File: config.mk
export PLATFORM = sky130hd
export DESIGN_NAME = mac_sequencer
export DESIGN_NICKNAME = d
export VERILOG_FILES = /design/src/rtl/mac_sequencer.sv
export SDC_FILE = /design/constraint.sdc
export NUM_CORES = 1
export LEC_CHECK = 0
export CAP_MARGIN = 10
export CORE_MARGIN = 2
export CORE_UTILIZATION = 30
export CTS_CLUSTER_DIAMETER = 100
export CTS_CLUSTER_SIZE = 10
export DETAILED_ROUTE_END_ITERATION = 8
export HOLD_SLACK_MARGIN = 0.1
export PLACE_DENSITY_LB_ADDON = 0.05
export SLEW_MARGIN = 15
export SYNTH_ARGS = -nofsm -noshare
export SYNTH_HDL_FRONTEND = slang
export SYNTH_SLANG_ARGS = --single-unit
File: constraint.sdc
create_clock -name clk -period 4.6 [get_ports clk]
set_input_delay 0.92 -clock clk [delete_from_list [all_inputs] [get_ports clk]]
set_output_delay 0.92 -clock clk [all_outputs]
set_load 0.1 [all_outputs]
File: src/rtl/mac_sequencer.sv
// mac_sequencer
//   Instruction-driven address sequencer for a multi-channel MAC datapath.
//   For each channel in a frame, it fetches instructions from the program
//   ROM starting at pc=0. Each instruction optionally writes the new sample
//   into a circular buffer (LOAD). It then walks every slot of that buffer
//   against a coefficient table (MAC) and writes the result register back
//   (STORE). Channels are processed one after another after each sample_vld.
//
// Ports
//   clk, rst              clock (rising edge), synchronous active-high reset
//   en                    run enable; low freezes all state and zeroes strobes
//   sample_vld            start of a new frame, looked at only in IDLE
//   instr_word            {lstg_f,upse_f,vec_id,result_reg,error_reg,
//                          data_uptr,data_lptr,coef_ptr}, valid the cycle after fetch
//   fetch, pc             instruction request and program counter
//   ch                    channel currently being processed
//   en_ram_pa, wr_ram_pa  data RAM port enable / write strobe
//   en_ram_pb, wr_ram_pb  coefficient RAM port enable / write strobe (never writes)
//   data_addr             {ch, local data address}
//   coef_addr             coefficient address
//   ar1, ar2, ard, rw     regfile read/read/write addresses and write strobe
//   done                  one-cycle pulse when the last channel of a frame completes
//   err                   sticky error (bad buffer bounds or program overrun)
//
// All state and addresses come straight from registers through a state-decode
// mux. The strobes are additionally gated by en, so a stalled cycle never
// issues a RAM or regfile access.

module mac_sequencer #(
    parameter int VEC_ID_WIDTH       = 3,
    parameter int REGFILE_ADDR_WIDTH = 4,
    parameter int DATA_ADDR_WIDTH    = 6,
    parameter int INSTR_ADDR_WIDTH   = 5,
    parameter int CHANNELS           = 2,
    localparam int CH_W    = (CHANNELS > 1) ? $clog2(CHANNELS) : 1,
    localparam int INSTR_W = 2 + VEC_ID_WIDTH + 2*REGFILE_ADDR_WIDTH + 3*DATA_ADDR_WIDTH
) (
    input  logic                            clk,
    input  logic                            rst,
    input  logic                            en,
    input  logic                            sample_vld,
    input  logic [INSTR_W-1:0]              instr_word,
    output logic                            fetch,
    output logic [INSTR_ADDR_WIDTH-1:0]     pc,
    output logic [CH_W-1:0]                 ch,
    output logic                            en_ram_pa,
    output logic                            en_ram_pb,
    output logic                            wr_ram_pa,
    output logic                            wr_ram_pb,
    output logic [CH_W+DATA_ADDR_WIDTH-1:0] data_addr,
    output logic [DATA_ADDR_WIDTH-1:0]      coef_addr,
    output logic [REGFILE_ADDR_WIDTH-1:0]   ar1,
    output logic [REGFILE_ADDR_WIDTH-1:0]   ar2,
    output logic [REGFILE_ADDR_WIDTH-1:0]   ard,
    output logic                            rw,
    output logic                            done,
    output logic                            err
);

    localparam int NVEC    = 2**VEC_ID_WIDTH;
    localparam int HEAD_CH = 2**CH_W;
    localparam logic [CH_W-1:0] LAST_CH = CH_W'(CHANNELS - 1);

    typedef struct packed {
        logic                          lstg;
        logic                          upse;
        logic [VEC_ID_WIDTH-1:0]       vid;
        logic [REGFILE_ADDR_WIDTH-1:0] res;
        logic [REGFILE_ADDR_WIDTH-1:0] erg;
        logic [DATA_ADDR_WIDTH-1:0]    uptr;
        logic [DATA_ADDR_WIDTH-1:0]    lptr;
        logic [DATA_ADDR_WIDTH-1:0]    coef;
    } instr_t;

    typedef enum logic [2:0] {
        S_IDLE, S_FETCH, S_DECODE, S_LOAD, S_MAC, S_STORE, S_NEXTCH
    } state_t;

    state_t state, state_nxt;

    instr_t iw;
    assign iw = instr_t'(instr_word);

    // Latched instruction fields (upse_f is only needed at decode time).
    logic                          lstg_q;
    logic [VEC_ID_WIDTH-1:0]       vid_q;
    logic [REGFILE_ADDR_WIDTH-1:0] res_q;
    logic [REGFILE_ADDR_WIDTH-1:0] erg_q;
    logic [DATA_ADDR_WIDTH-1:0]    uptr_q;
    logic [DATA_ADDR_WIDTH-1:0]    lptr_q;
    logic [DATA_ADDR_WIDTH-1:0]    coef_q;

    logic [INSTR_ADDR_WIDTH-1:0]   pc_q;
    logic [CH_W-1:0]               ch_q;
    logic                          err_q;
    logic [DATA_ADDR_WIDTH-1:0]    ptr_q;   // current data slot (h, then h+k wrapped)
    logic [DATA_ADDR_WIDTH-1:0]    k_q;     // MAC tap index

    // Circular buffer head pointers, one per channel per vector id.
    logic [DATA_ADDR_WIDTH-1:0]    head [HEAD_CH][NVEC];

    // Decode-time values, taken from the live instruction word.
    logic [DATA_ADDR_WIDTH-1:0]    head_rd;
    logic [DATA_ADDR_WIDTH-1:0]    h_dec;
    logic                          range_bad;
    logic [DATA_ADDR_WIDTH-1:0]    span;

    assign head_rd   = head[ch_q][iw.vid];
    // A head outside the current window (e.g. after reset or a program
    // change) restarts at the top of the window.
    assign h_dec     = ((head_rd < iw.lptr) || (head_rd > iw.uptr)) ? iw.uptr : head_rd;
    assign range_bad = (iw.uptr < iw.lptr);
    // Last tap index is L-1 = uptr-lptr, which always fits in the pointer width.
    assign span      = uptr_q - lptr_q;

    // ---------------------------------------------------------------- state register
    always_ff @(posedge clk) begin
        if (rst) state <= S_IDLE;
        else     state <= state_nxt;
    end

    // ---------------------------------------------------------------- next state
    always_comb begin
        state_nxt = state;
        case (state)
            S_IDLE:   if (sample_vld) state_nxt = S_FETCH;
            S_FETCH:  state_nxt = S_DECODE;
            S_DECODE: begin
                if (range_bad)    state_nxt = S_STORE;
                else if (iw.upse) state_nxt = S_LOAD;
                else              state_nxt = S_MAC;
            end
            S_LOAD:   state_nxt = S_MAC;
            S_MAC:    if (k_q == span) state_nxt = S_STORE;
            S_STORE: begin
                if (lstg_q || (pc_q == '1)) state_nxt = S_NEXTCH;
                else                        state_nxt = S_FETCH;
            end
            S_NEXTCH: state_nxt = (ch_q == LAST_CH) ? S_IDLE : S_FETCH;
            default:  state_nxt = S_IDLE;
        endcase
        if (!en) state_nxt = state;
    end

    // ---------------------------------------------------------------- datapath registers
    always_ff @(posedge clk) begin
        if (rst) begin
            pc_q   <= '0;
            ch_q   <= '0;
            err_q  <= 1'b0;
            lstg_q <= 1'b0;
            vid_q  <= '0;
            res_q  <= '0;
            erg_q  <= '0;
            uptr_q <= '0;
            lptr_q <= '0;
            coef_q <= '0;
            ptr_q  <= '0;
            k_q    <= '0;
            for (int c = 0; c < HEAD_CH; c++)
                for (int v = 0; v < NVEC; v++)
                    head[c][v] <= '0;
        end else if (en) begin
            case (state)
                S_DECODE: begin
                    lstg_q <= iw.lstg;
                    vid_q  <= iw.vid;
                    res_q  <= iw.res;
                    erg_q  <= iw.erg;
                    uptr_q <= iw.uptr;
                    lptr_q <= iw.lptr;
                    coef_q <= iw.coef;
                    ptr_q  <= h_dec;
                    k_q    <= '0;
                    if (range_bad) err_q <= 1'b1;
                end
                S_LOAD: begin
                    // The new sample goes into slot h; the head moves one slot
                    // down for the next frame. MAC still starts at h.
                    head[ch_q][vid_q] <= (ptr_q == lptr_q) ? uptr_q : ptr_q - 1'b1;
                end
                S_MAC: begin
                    k_q   <= k_q + 1'b1;
                    ptr_q <= (ptr_q == uptr_q) ? lptr_q : ptr_q + 1'b1;
                end
                S_STORE: begin
                    if (lstg_q) begin
                        pc_q <= '0;
                    end else if (pc_q == '1) begin
                        // Program ran off the end of the ROM without a last-stage flag.
                        err_q <= 1'b1;
                        pc_q  <= '0;
                    end else begin
                        pc_q <= pc_q + 1'b1;
                    end
                end
                S_NEXTCH: ch_q <= (ch_q == LAST_CH) ? '0 : ch_q + 1'b1;
                default: ;
            endcase
        end
    end

    // ---------------------------------------------------------------- outputs
    always_comb begin
        fetch     = 1'b0;
        en_ram_pa = 1'b0;
        en_ram_pb = 1'b0;
        wr_ram_pa = 1'b0;
        rw        = 1'b0;
        done      = 1'b0;
        data_addr = '0;
        coef_addr = '0;
        ar1       = '0;
        ar2       = '0;
        ard       = '0;
        case (state)
            S_FETCH: fetch = en;
            S_LOAD: begin
                en_ram_pa = en;
                wr_ram_pa = en;
                data_addr = {ch_q, ptr_q};
            end
            S_MAC: begin
                en_ram_pa = en;
                en_ram_pb = en;
                data_addr = {ch_q, ptr_q};
                coef_addr = coef_q + k_q;
                ar1       = res_q;
                ar2       = erg_q;
            end
            S_STORE: begin
                rw  = en;
                ar1 = res_q;
                ar2 = erg_q;
                ard = res_q;
            end
            S_NEXTCH: done = en && (ch_q == LAST_CH);
            default: ;
        endcase
    end

    assign wr_ram_pb = 1'b0;
    assign pc        = pc_q;
    assign ch        = ch_q;
    assign err       = err_q;

endmodule
==> flow_metrics.py <==
metrics = {
    "logic_synthesis": {
        "yosysTopAreaCell": "edfxtp_1",
        "synth_area_sq_mm": 0.00785,
        "synth-edff-count": 96,
        "yosysMostFrequentCell": "edfxtp_1",
        "muxShareOfSynthArea_pct": 9.73,
        "synth_top_family_by_area": "simple AND/OR/NAND/NOR gates",
        "ys_ff_latch": 149,
        "synthCells": 726,
        "synthSimpleGateAreaFrac_pct": 16.4,
        "ys_warn_count": 0,
        "synthTopCellsByArea": "edfxtp_1 37%, dfxtp_1 14%, mux4_2 8.3%",
        "syn_avg_cell_area_sq_um": 10.8,
        "synth_fa_ha_area_share_pct": 5.45,
        "synth_xor_area_share_pct": 4.35,
        "seq_area_frac_synth_pct": 50.3,
        "synth-async-reset-ratio_pct": 0,
        "ys_types": 58,
        "ys_top_cells_by_count": "96 x edfxtp_1, 91 x nand2_1, 85 x nor2_1",
        "synth_nets": 794,
        "ys.flop_type": "edfxtp_1",
        "synth_compound_area_share_pct": 10.1,
        "yosys.area.top_type_share_pct": 36.7,
    },
    "global_routing": {
        "grtUsageTotal_pct": 17.2,
        "grt_start_max_net_pins": 41,
        "grt_pass1_vias": 5804,
        "grt_pass1_wl_microns": 35800,
        "overflow": 0,
        "antenna_found_initial": 0,
    },
    "critical_path": {
        "worstPathBufferInverterCount": 2,
        "cp.required_ps": 4910,
        "crit_path_max_fanout": 24,
        "cp-end-kind": "register",
        "crit_path_top_delay_cell": "mux4_2",
        "cp_top_family": "compound AO/OA/AOI/OAI gates",
        "crit_chain": "clkdlybuf4s50_1 -> buf_12 -> mux4_2 -> mux4_2 -> ha_1 -> and3_1 -> a21o_1 -> a211oi_1 -> o21a_4 -> nor4_2 -> o31a_1",
        "cp.arrival_ps": 4100,
        "start_kind": "input port",
        "crit_path_frequent_cell": "mux4_2",
        "max_stage_delay_ps": 540,
        "crit_type": "in2reg",
    },
    "power_and_ir_drop": {
        "power_density_mw_per_mm2": 362,
        "leakage_nw": 3.58,
        "ir_drop_uv": 156,
    },
    "placement": {
        "port_buffers": 72,
        "post_dp_cell_area_sq_mm": 0.00894,
        "gp_congestion": 0.819,
        "dp_hpwl_microns": 17000,
    },
    "timing": {
        "rsz0062_at_grt": "false",
        "post-route-period-util_pct": 82.3,
        "setup_viol": 0,
        "setup_tns_ps": 0,
        "hold_violations": 0,
        "final.setup_skew_ps": 14.2,
        "max_freq_mhz": 264,
        "fin_crit_ps": 3780,
        "drv_slew": 0,
        "worst_slew_pin_slew_ps": 973,
        "relSlewSlack_pct": 34.9,
    },
    "route": {
        "wl_per_cell_microns": 20.3,
        "vias": 5733,
        "drc": 0,
        "dr.pass1.iters": 5,
        "finalWirelength_microns": 23200,
        "drt-initial-drc-count": 396,
        "viasPerCell": 5.03,
        "drtAntennaViolNets": 0,
    },
    "final_layout": {
        "nets": 860,
        "multi_input_area_sq_mm": 0.00361,
        "fill_cells": 2561,
        "design_area_sq_mm": 0.00953,
        "antenna_cells": 0,
        "drive_above_1_share_pct": 16.0,
        "area_growth_syn_to_layout_pct": 21.4,
        "regArea_sq_mm": 0.00394,
    },
    "clocking": {
        "root_buffer": "clkbuf_16",
        "clkTransAtPathRegs_ps": 70,
        "cts.sinks": 149,
        "post_cts_resize_count": 0,
        "clock_latency_ps": 430,
        "cts_tree": "yes",
        "cts_made_buffers": 17,
        "cts_buffer_depth": 2,
        "htreeDepth": 4,
        "hold_buffers": 0,
        "cts_setup_buffers": 0,
    },
    "die": {
        "fp-row-count": 59,
        "initial_core_util_pct": 30.4,
        "core-area_sq_mm": 0.0258,
        "die-area_sq_mm": 0.0275,
        "io_pins": 74,
        "die_w_microns": 166,
        "fp.dieH_microns": 166,
    },
    "run": {
        "drv_cap": 0,
    },
    "outcome": {
        "status": "completed",
    },
    "worst_hold_path": {
        "hold_path.class": "reg2reg",
    },
}
[state kept, by name (all words and copies together) (netlist names), named ones only]
register	cells
erg_q	4
vid_q	3
pc	5
state	3
coef_q	6
head	96
lptr_q	6
ptr_q	6
lstg_q	1
err	1
ch	1
uptr_q	6
res_q	4
k_q	6
[layer usage]
layer | global-route usage (%) | wire [microns] | vias to the layer above
met1 | 22.5 | 10500 | 2876
met2 | 28.9 | 11500 | 100
met4 | 5.86 | 407 | 0
met5 | 0 | 0 | -
li1 | - | - | 2736
met3 | 3.15 | 775 | 21
[tightest hold or removal path: cells and delay by family (launching register included)]
family / cells / cell delay (ps)
AOI/OAI and AO/OA: 1 / 50
DFF: 1 / 310
and+or+nand+nor: 1 / 50
[per-stage QoR]
step	cells	setup slack, ps	power, mW	hold slack, ps	util [%]
3_5_place_dp	1108	407	2.09	448	34.6
5_1_grt	1140	677	3.60	470	36.9
4_1_cts	1140	857	3.49	457	36.9
2_1_floorplan	726	393	1.90	432	-
3_3_place_gp	1108	463	2.09	441	34.6
6_report	1140	816	3.45	456	36.9
[area by class of cell]
cell class	count	area share [%]
sequential	149	41.4
clock buffer	17	4.46
timing repair buffer	87	8.93
multi-input combinational	506	37.9
inverter	31	1.22
tap	335	4.40
clock inverter	15	1.71
[power breakdown]
group,internal (mW),switching (mW),leakage (nW)
Clock,0.770,0.624,0.283
Combinational,0.209,0.329,1.88
Sequential,1.47,0.0486,1.42
Total,2.45,1.00,3.58
[kinds of logic (layout without fill, tap and decap cells)]
family	Yosys count	after routing
adders and majority gates	33	33
other	1	1
xor gates and xnor gates	39	39
buffers and inverters	71	150
muxes	39	39
and+or+nand+nor	277	277
DFF	149	149
AOI/OAI and AO/OA	117	117
[worst paths after layout]
check	slack (ps)	end	cells after the start	from
worst max register to register	1040	ptr_q[0]$_SDFFE_PP0P_	10	register
worst min-delay path	460	erg_q[1]$_SDFFE_PP0P_	2	erg_q[1]$_SDFFE_PP0P_
worst max-delay path	820	ptr_q[0]$_SDFFE_PP0P_	11	instr_word[26]
worst min register to register	460	erg_q[1]$_SDFFE_PP0P_	2	erg_q[1]$_SDFFE_PP0P_
[cell usage in the layout, fill, tap and decap left out, types with 8 or more instances in the layout]
| cell type | count |
|---|---|
| nor2_1 | 85 |
| and2_1 | 19 |
| clkdlybuf4s50_1 | 40 |
| and3_1 | 10 |
| ha_1 | 31 |
| buf_4 | 38 |
| nand2b_1 | 12 |
| nor3_1 | 13 |
| a21o_1 | 10 |
| mux4_2 | 29 |
| a21oi_1 | 58 |
| clkbuf_16 | 17 |
| dfxtp_1 | 53 |
| edfxtp_1 | 96 |
| buf_12 | 8 |
| inv_1 | 31 |
| nand2_1 | 91 |
| xnor2_1 | 20 |
| xor2_1 | 19 |
| nand3_1 | 17 |
Power figures use the tool's default switching activity.
